==> src/rtl/weight_bram_reader_if.sv <==
// -----------------------------------------------------------------------------
// weight_bram_reader_if
//
// Weight stream from the BRAM reader to the downstream MAC stage.
//
// Signals:
//   data   weight at the head of the reader's output FIFO
//   valid  data holds a valid weight
//   ready  consumer accepts the weight when valid and ready are both high
//   last   marks the final weight of a burst (qualified by valid)
//
// Modports:
//   master  producer side (the reader)
//   slave   consumer side (the MAC / accumulator)
// -----------------------------------------------------------------------------
interface weight_bram_reader_if #(
    parameter int DATA_W = 16
) ();
    logic [DATA_W-1:0] data;
    logic              valid;
    logic              ready;
    logic              last;

    modport master (
        output data,
        output valid,
        output last,
        input  ready
    );

    modport slave (
        input  data,
        input  valid,
        input  last,
        output ready
    );
endinterface

==> src/rtl/weight_bram_reader.sv <==
// -----------------------------------------------------------------------------
// weight_bram_reader
//
// Read-side sequencer for one per-neuron weight BRAM. A start pulse launches a
// burst of reads over a contiguous address window (clamped to the end of the
// BRAM); each returned word goes through a 2-entry FIFO onto a valid/ready
// weight stream. The BRAM is never written.
//
// Ports:
//   clk         clock, all registers update on posedge
//   rst_n       asynchronous active-low reset
//   start       one-cycle request pulse, ignored unless idle
//   start_addr  first BRAM address, sampled with start
//   length      requested word count, sampled with start
//   busy        high while a burst is in progress
//   done        one-cycle pulse when the burst is complete
//   bram_addr   registered BRAM read address
//   bram_en     registered BRAM read enable
//   bram_we     BRAM write enable, tied low
//   bram_di     BRAM write data, tied low
//   bram_do     BRAM read data (BRAM reads on the falling edge)
//   w           weight stream (master side)
// -----------------------------------------------------------------------------
module weight_bram_reader #(
    parameter int DEPTH  = 28,
    parameter int ADDR_W = 5,
    parameter int DATA_W = 16
) (
    input  logic                clk,
    input  logic                rst_n,
    input  logic                start,
    input  logic [ADDR_W-1:0]   start_addr,
    input  logic [ADDR_W:0]     length,
    output logic                busy,
    output logic                done,
    output logic [ADDR_W-1:0]   bram_addr,
    output logic                bram_en,
    output logic                bram_we,
    output logic [DATA_W-1:0]   bram_di,
    input  logic [DATA_W-1:0]   bram_do,
    weight_bram_reader_if.master w
);

    localparam logic [ADDR_W:0] DEPTH_W = (ADDR_W+1)'(DEPTH);
    localparam logic [ADDR_W:0] ZERO    = '0;
    localparam logic [ADDR_W:0] ONE     = (ADDR_W+1)'(1);

    typedef enum logic [1:0] {
        IDLE,
        RUN,
        FINISH
    } state_t;

    state_t state_reg;
    state_t state_next;

    // Burst bookkeeping
    logic [ADDR_W-1:0] base_addr_reg;
    logic [ADDR_W:0]   issue_cnt_reg;
    logic [ADDR_W:0]   remaining_reg;
    logic              zero_len_reg;

    // Read port registers; bram_en_reg doubles as the inflight flag
    logic              bram_en_reg;
    logic [ADDR_W-1:0] bram_addr_reg;
    logic              inflight_last_reg;

    // Output FIFO, slot 0 is the head
    logic [DATA_W-1:0] slot_data_reg [2];
    logic              slot_last_reg [2];
    logic [DATA_W-1:0] slot_data_next [2];
    logic              slot_last_next [2];
    logic [1:0]        fifo_count_reg;
    logic [1:0]        fifo_count_next;

    // Combinational helpers
    logic [ADDR_W:0]   start_ext;
    logic [ADDR_W:0]   room;
    logic [ADDR_W:0]   eff_len;
    logic              accept;
    logic              head_valid;
    logic              head_last;
    logic              pop;
    logic [2:0]        occ_after;
    logic [1:0]        cnt_after_pop;
    logic              issue;
    logic              issue_last;
    logic [ADDR_W-1:0] issue_addr;

    // ------------------------------------------------------------------
    // Request decode: clamp the window so it never runs past DEPTH-1
    // ------------------------------------------------------------------
    assign start_ext = {1'b0, start_addr};
    assign room      = DEPTH_W - start_ext;

    always_comb begin
        eff_len = ZERO;
        if (start_ext < DEPTH_W) begin
            eff_len = (length < room) ? length : room;
        end
    end

    assign accept = (state_reg == IDLE) && start;

    // ------------------------------------------------------------------
    // FIFO status and stream outputs
    // ------------------------------------------------------------------
    assign head_valid = (fifo_count_reg != 2'd0);
    assign head_last  = head_valid && slot_last_reg[0];
    assign pop        = head_valid && w.ready;

    assign w.data  = slot_data_reg[0];
    assign w.valid = head_valid;
    assign w.last  = head_last;

    // Occupancy as it will stand after this cycle's capture and pop; a new
    // read is only issued if its word is guaranteed a free slot.
    assign occ_after = {1'b0, fifo_count_reg} + {2'b00, bram_en_reg} - {2'b00, pop};

    // ------------------------------------------------------------------
    // Read issue
    // ------------------------------------------------------------------
    always_comb begin
        issue      = 1'b0;
        issue_last = 1'b0;
        issue_addr = base_addr_reg + issue_cnt_reg[ADDR_W-1:0];
        if (accept) begin
            // First read goes out on the same edge that accepts the request
            issue      = (eff_len != ZERO);
            issue_last = (eff_len == ONE);
            issue_addr = start_addr;
        end else if (state_reg == RUN) begin
            issue      = (remaining_reg != ZERO) && (occ_after < 3'd2);
            issue_last = (remaining_reg == ONE);
        end
    end

    always_ff @(posedge clk or negedge rst_n) begin
        if (!rst_n) begin
            base_addr_reg     <= '0;
            issue_cnt_reg     <= '0;
            remaining_reg     <= '0;
            zero_len_reg      <= 1'b0;
            bram_en_reg       <= 1'b0;
            bram_addr_reg     <= '0;
            inflight_last_reg <= 1'b0;
        end else begin
            bram_en_reg       <= issue;
            inflight_last_reg <= issue && issue_last;
            if (issue) begin
                bram_addr_reg <= issue_addr;
            end
            if (accept) begin
                base_addr_reg <= start_addr;
                zero_len_reg  <= (eff_len == ZERO);
                issue_cnt_reg <= issue ? ONE : ZERO;
                remaining_reg <= eff_len - (issue ? ONE : ZERO);
            end else if (issue) begin
                issue_cnt_reg <= issue_cnt_reg + ONE;
                remaining_reg <= remaining_reg - ONE;
            end
        end
    end

    // ------------------------------------------------------------------
    // Output FIFO: pop shifts slot 1 into the head, the captured word lands
    // in the first free slot. When empty the capture goes straight to the
    // head, so the word is visible on the capture edge.
    // ------------------------------------------------------------------
    always_comb begin
        for (int i = 0; i < 2; i++) begin
            slot_data_next[i] = slot_data_reg[i];
            slot_last_next[i] = slot_last_reg[i];
        end
        cnt_after_pop = fifo_count_reg - {1'b0, pop};
        if (pop) begin
            slot_data_next[0] = slot_data_reg[1];
            slot_last_next[0] = slot_last_reg[1];
        end
        // Issue gating keeps cnt_after_pop at 0 or 1 whenever a word arrives
        if (bram_en_reg) begin
            slot_data_next[cnt_after_pop[0]] = bram_do;
            slot_last_next[cnt_after_pop[0]] = inflight_last_reg;
        end
        fifo_count_next = cnt_after_pop + {1'b0, bram_en_reg};
    end

    always_ff @(posedge clk or negedge rst_n) begin
        if (!rst_n) begin
            for (int i = 0; i < 2; i++) begin
                slot_data_reg[i] <= '0;
                slot_last_reg[i] <= 1'b0;
            end
            fifo_count_reg <= 2'd0;
        end else begin
            for (int i = 0; i < 2; i++) begin
                slot_data_reg[i] <= slot_data_next[i];
                slot_last_reg[i] <= slot_last_next[i];
            end
            fifo_count_reg <= fifo_count_next;
        end
    end

    // ------------------------------------------------------------------
    // Control FSM
    // ------------------------------------------------------------------
    always_ff @(posedge clk or negedge rst_n) begin
        if (!rst_n) begin
            state_reg <= IDLE;
        end else begin
            state_reg <= state_next;
        end
    end

    // A zero-length request still spends one cycle in RUN so that busy is
    // seen for a cycle and done lands two cycles after start, matching the
    // timing of a real burst.
    always_comb begin
        state_next = state_reg;
        case (state_reg)
            IDLE: begin
                if (start) begin
                    state_next = RUN;
                end
            end
            RUN: begin
                if ((pop && head_last) || zero_len_reg) begin
                    state_next = FINISH;
                end
            end
            FINISH: begin
                state_next = IDLE;
            end
            default: begin
                state_next = IDLE;
            end
        endcase
    end

    // ------------------------------------------------------------------
    // Outputs
    // ------------------------------------------------------------------
    assign busy      = (state_reg == RUN);
    assign done      = (state_reg == FINISH);
    assign bram_en   = bram_en_reg;
    assign bram_addr = bram_addr_reg;
    assign bram_we   = 1'b0;
    assign bram_di   = '0;

endmodule

==> src/flat_wrapper.sv <==
// flat-port wrapper written by rule: the top's interface ports become plain ports
module weight_bram_reader_flat 
#(
    parameter int DEPTH  = 28,
    parameter int ADDR_W = 5,
    parameter int DATA_W = 16
)
  (clk, rst_n, start, start_addr, length, busy, done, bram_addr, bram_en, bram_we, bram_di, bram_do, w_data, w_valid, w_last, w_ready);
  weight_bram_reader_if #(.DATA_W(DATA_W)) w_i ();
  input  logic clk;
  input  logic rst_n;
  input  logic start;
  input  logic [ADDR_W-1:0] start_addr;
  input  logic [ADDR_W:0] length;
  output logic busy;
  output logic done;
  output logic [ADDR_W-1:0] bram_addr;
  output logic bram_en;
  output logic bram_we;
  output logic [DATA_W-1:0] bram_di;
  input  logic [DATA_W-1:0] bram_do;
  output wire logic [$bits(w_i.data)-1:0] w_data;
  output wire logic [$bits(w_i.valid)-1:0] w_valid;
  output wire logic [$bits(w_i.last)-1:0] w_last;
  input wire logic [$bits(w_i.ready)-1:0] w_ready;
  assign w_data = w_i.data;
  assign w_valid = w_i.valid;
  assign w_last = w_i.last;
  assign w_i.ready = w_ready;
  weight_bram_reader #(.DEPTH(DEPTH), .ADDR_W(ADDR_W), .DATA_W(DATA_W)) u_core (.clk(clk), .rst_n(rst_n), .start(start), .start_addr(start_addr), .length(length), .busy(busy), .done(done), .bram_addr(bram_addr), .bram_en(bram_en), .bram_we(bram_we), .bram_di(bram_di), .bram_do(bram_do), .w(w_i));
endmodule
==> config.mk <==
export PLATFORM = sky130hd
export DESIGN_NAME = weight_bram_reader_flat
export DESIGN_NICKNAME = d
export VERILOG_FILES = /design/src/rtl/weight_bram_reader_if.sv /design/src/rtl/weight_bram_reader.sv /design/src/flat_wrapper.sv
export SDC_FILE = /design/constraint.sdc
export NUM_CORES = 1
export LEC_CHECK = 0
export ABC_AREA = 1
export CORE_ASPECT_RATIO = 1.5
export CORE_MARGIN = 2
export CORE_UTILIZATION = 56
export DETAILED_ROUTE_END_ITERATION = 10
export GPL_TIMING_DRIVEN = 0
export PLACE_DENSITY_LB_ADDON = 0.12
export SLEW_MARGIN = 20
export SYNTH_ARGS = -nofsm -noshare
export SYNTH_HDL_FRONTEND = slang
export SYNTH_SLANG_ARGS = --single-unit
==> constraint.sdc <==
create_clock -name clk -period 5.3 [get_ports clk]
set_input_delay 1.06 -clock clk [delete_from_list [all_inputs] [get_ports clk]]
set_output_delay 1.06 -clock clk [all_outputs]
set_load 0.05 [all_outputs]
==> summary.md <==
| Metric | Value |
|---|---|
| # rows | 36 |
| CTS buffer count | 9 |
| Root buffer cell | clkbuf_8 |
| GRT Total Usage | 22.56% |
| Area taken by multi-input logic gates | 1743 um2 |
| Fillcell total | 544 |
| Total core area | 6441 um2 |
| Final Hold Fails | 0 |
| P&R area growth vs syn | 23.94% |
| Clk pin slew, worst setup/hold paths | roughly 60 ps |
| Final Wtd Congestion | 0.8441 |
| WS Path Type | in2reg |
| Max-cap violations | 0 |
| Pleak | 2.261 nW |
| Post-Synthesis Cell Area | roughly 3700 um2 |
| Worst VDD drop | 295.2 uV |
| Max_slew headroom | 64.05% |
| Drt pass-1 iters | 4 |
| Drt total wl | 7507 um |
| Fmax | 211.1 MHz |
| Final setup vio count | 0 |
| Vias post-DR | 2993 |
| Commonest non-fill, non-tap cell in the layout | nand2_1 |
| Worst Path Max Fanout | 11 |
| Cts repair resizes | 0 |
| Setup TNS | 0 ps |
| Largest net degree at the start of global routing | 48 |
| Initial core utilization | 57.28% |
| Worst endpoint required time | 5530 ps |
| Post-route core utilization | ~70% |
| Most frequent cells in the layout | nand2_1 (91), dfrtp_1 (62), clkdlybuf4s50_1 (55), o21ai_0 (49), inv_1 (39) |
| Global routing usage on met2 | 40.35% |
| Unrepaired setup endpoints after global routing | false |
| Fin crit share | 89.40% |
| Vias in the first global route | 3025 |
| DRC | 0 |
| PortBufs | 56 |
| HP Class | reg2reg |
| Die area | 7267 um2 |
| Die Ht | a little over 100 um |
| Synth Instances | 433 |
| Final min period | 4738 ps |
| DP Wirelength | ~5600 um |
| Met3 Use GR | under 10% |
| Min Hold Slack | 475.8 ps |
| Post-Syn Area per Cell | roughly 8.5 um2 |
| # diodes | 0 |
| Die Width | around 70 um |
| TritonCTS clock tree | yes |
| First-pass GRT wire length | 12900 um |
| Startpoint types | input pin |
| Total power density per cell area | 606.0 nW/um2 |
| Dominant cells by area after synthesis | dfrtp_1 (42%), nand2_1 (9.3%), buf_4 (6.9%), o21ai_0 (6.6%), ha_1 (6.4%) |
| Status | completed |
| Remaining antenna violation count after routing | 0 |
| Post-CTS setup buffers | 0 |
| Layout Nets | 569 |
| Boundary Pins | 74 |
| Initial DRC count | roughly 150 |
| Critical Path AT | 4970 ps |
| Clk_lat worst skew | 350 ps |
| Initial antenna violation count | 0 |
| Layout cells sized above 1 | about 18% |
| Skew final | 6.491 ps |
| Crit. End Element | flip-flop |
| Synth area leader | dfrtp_1 |
| YS warnings | 0 |
| Worst Tran Pin Value | 539.3 ps |
| CTS Hold Bufs | 0 |
| Unique masters post-synth | 38 |
| Register Area | around 1600 um2 |
| GRT met1 Usage | roughly a quarter |
| Slew Limit Fails | 0 |
| FF+latch count, synth | between 60 and 70 |
| Sequential share of the synthesized area | between 40% and 50% |
| Overall power | 2.771 mW |
| Yosys top cell area share | 42.05% |
| Max H-tree Level | 3 |
| Global route overflow | 0 |
| Gr busiest metal | met2 |
| # clock sinks | between 60 and 70 |
| Avg WL per Cell | between 10 and 15 um |
| CTS max path bufs | 2 |
| Ratio of routed vias to standard cells | roughly 5.0 |
-- metal layers --
layer  vias to the layer above  wire length [um]
li1                       1511                 -
met1                      1390              3049
met2                        76              3904
met3                        16               339
met4                         0               214
met5                         -                 0
-- worst max-delay path, cell delays in order --
cell and delay [ps]:
clkdlybuf4s50_1 490, nand2_1 240, inv_1 270, buf_2 270, ha_1 260, or2_2 300, fa_1 490, nand2_1 50
nor2_1 130, nand2_1 200, buf_4 250, nand2_4 140, ha_1 190, ha_1 140, inv_1 60, o21ai_0 160
nand2_1 60, o21ai_0 140, nand2_1 70
-- metrics by stage --
stage          area [um2]  std cells  setup WS, ps
6_report             4573        595         562.0
5_1_grt              4573        595         158.1
4_1_cts              4573        595         556.0
3_5_place_dp         4431        582         198.6
3_3_place_gp         4405        581         223.5
2_1_floorplan        3750        449          1306
-- power by group --
part           internal, mW  switching [mW]  leakage (nW)  total (mW)
logic                 0.620           0.988          1.43        1.61
clock network         0.159           0.173        0.0776       0.332
registers             0.704           0.127         0.753       0.831
total                  1.48            1.29          2.26        2.77
-- cell families after synthesis --
| family | after synthesis | synth area share [%] |
|---|---|---|
| AOI/OAI and AO/OA | 69 | 10.31 |
| muxes | 17 | 5.188 |
| other | 1 | 0.1016 |
| buffers and inverters | 86 | 12.34 |
| and+or+nand+nor | 166 | 19.87 |
| DFF | 62 | 42.05 |
| xor gates and xnor gates | 11 | 2.611 |
| adders and majority gates | 21 | 7.528 |
-- final cells by class --
cell class	count	area share (%)
buffer	43	6.430
inverter	43	3.529
sequential	62	33.93
tap	76	2.079
clock buffer	10	2.791
multi-input combinational	301	38.11
clock inverter	3	0.3283
timing repair buffer	57	12.80
-- synth_stat cells (all sizes together) --
library cell and count:
a221oi 1, o31ai 1, o21a 2, nor3 4
nor4 1, mux2 17, and3 1, xnor2 3
clkinv 1, ha 19, nand3 20, clkbuf 5
nor2 38, dfrtp 62, o21ba 1, a21boi 1
buf 38, o21ai 51, xor2 8, o21bai 1
nand4 1, conb 1, inv 42, nand3b 2
fa 2, o211ai 1, a21oi 10, or2 1
nand2 98
-- final timing paths --
path	from	end	slack [ps]	cells past startpoint
setup / recovery	w_ready	u_core.remaining_reg[4]$_DFFE_PN0P_	560	19
hold / removal	u_core.inflight_last_reg$_DFF_PN0_	u_core.slot_last_reg[1]$_DFF_PN0_	480	2
setup reg to reg	u_core.fifo_count_reg[1]$_DFF_PN0_	u_core.remaining_reg[4]$_DFFE_PN0P_	1140	20
hold reg to reg	u_core.inflight_last_reg$_DFF_PN0_	u_core.slot_last_reg[1]$_DFF_PN0_	480	2
max in group asynchronous	rst_n	u_core.w.data[10]$_DFF_PN0_	4240	2
min in group asynchronous	rst_n	u_core.w.data[2]$_DFF_PN0_	570	1
Note: power is estimated with default switching activity, not from simulation.
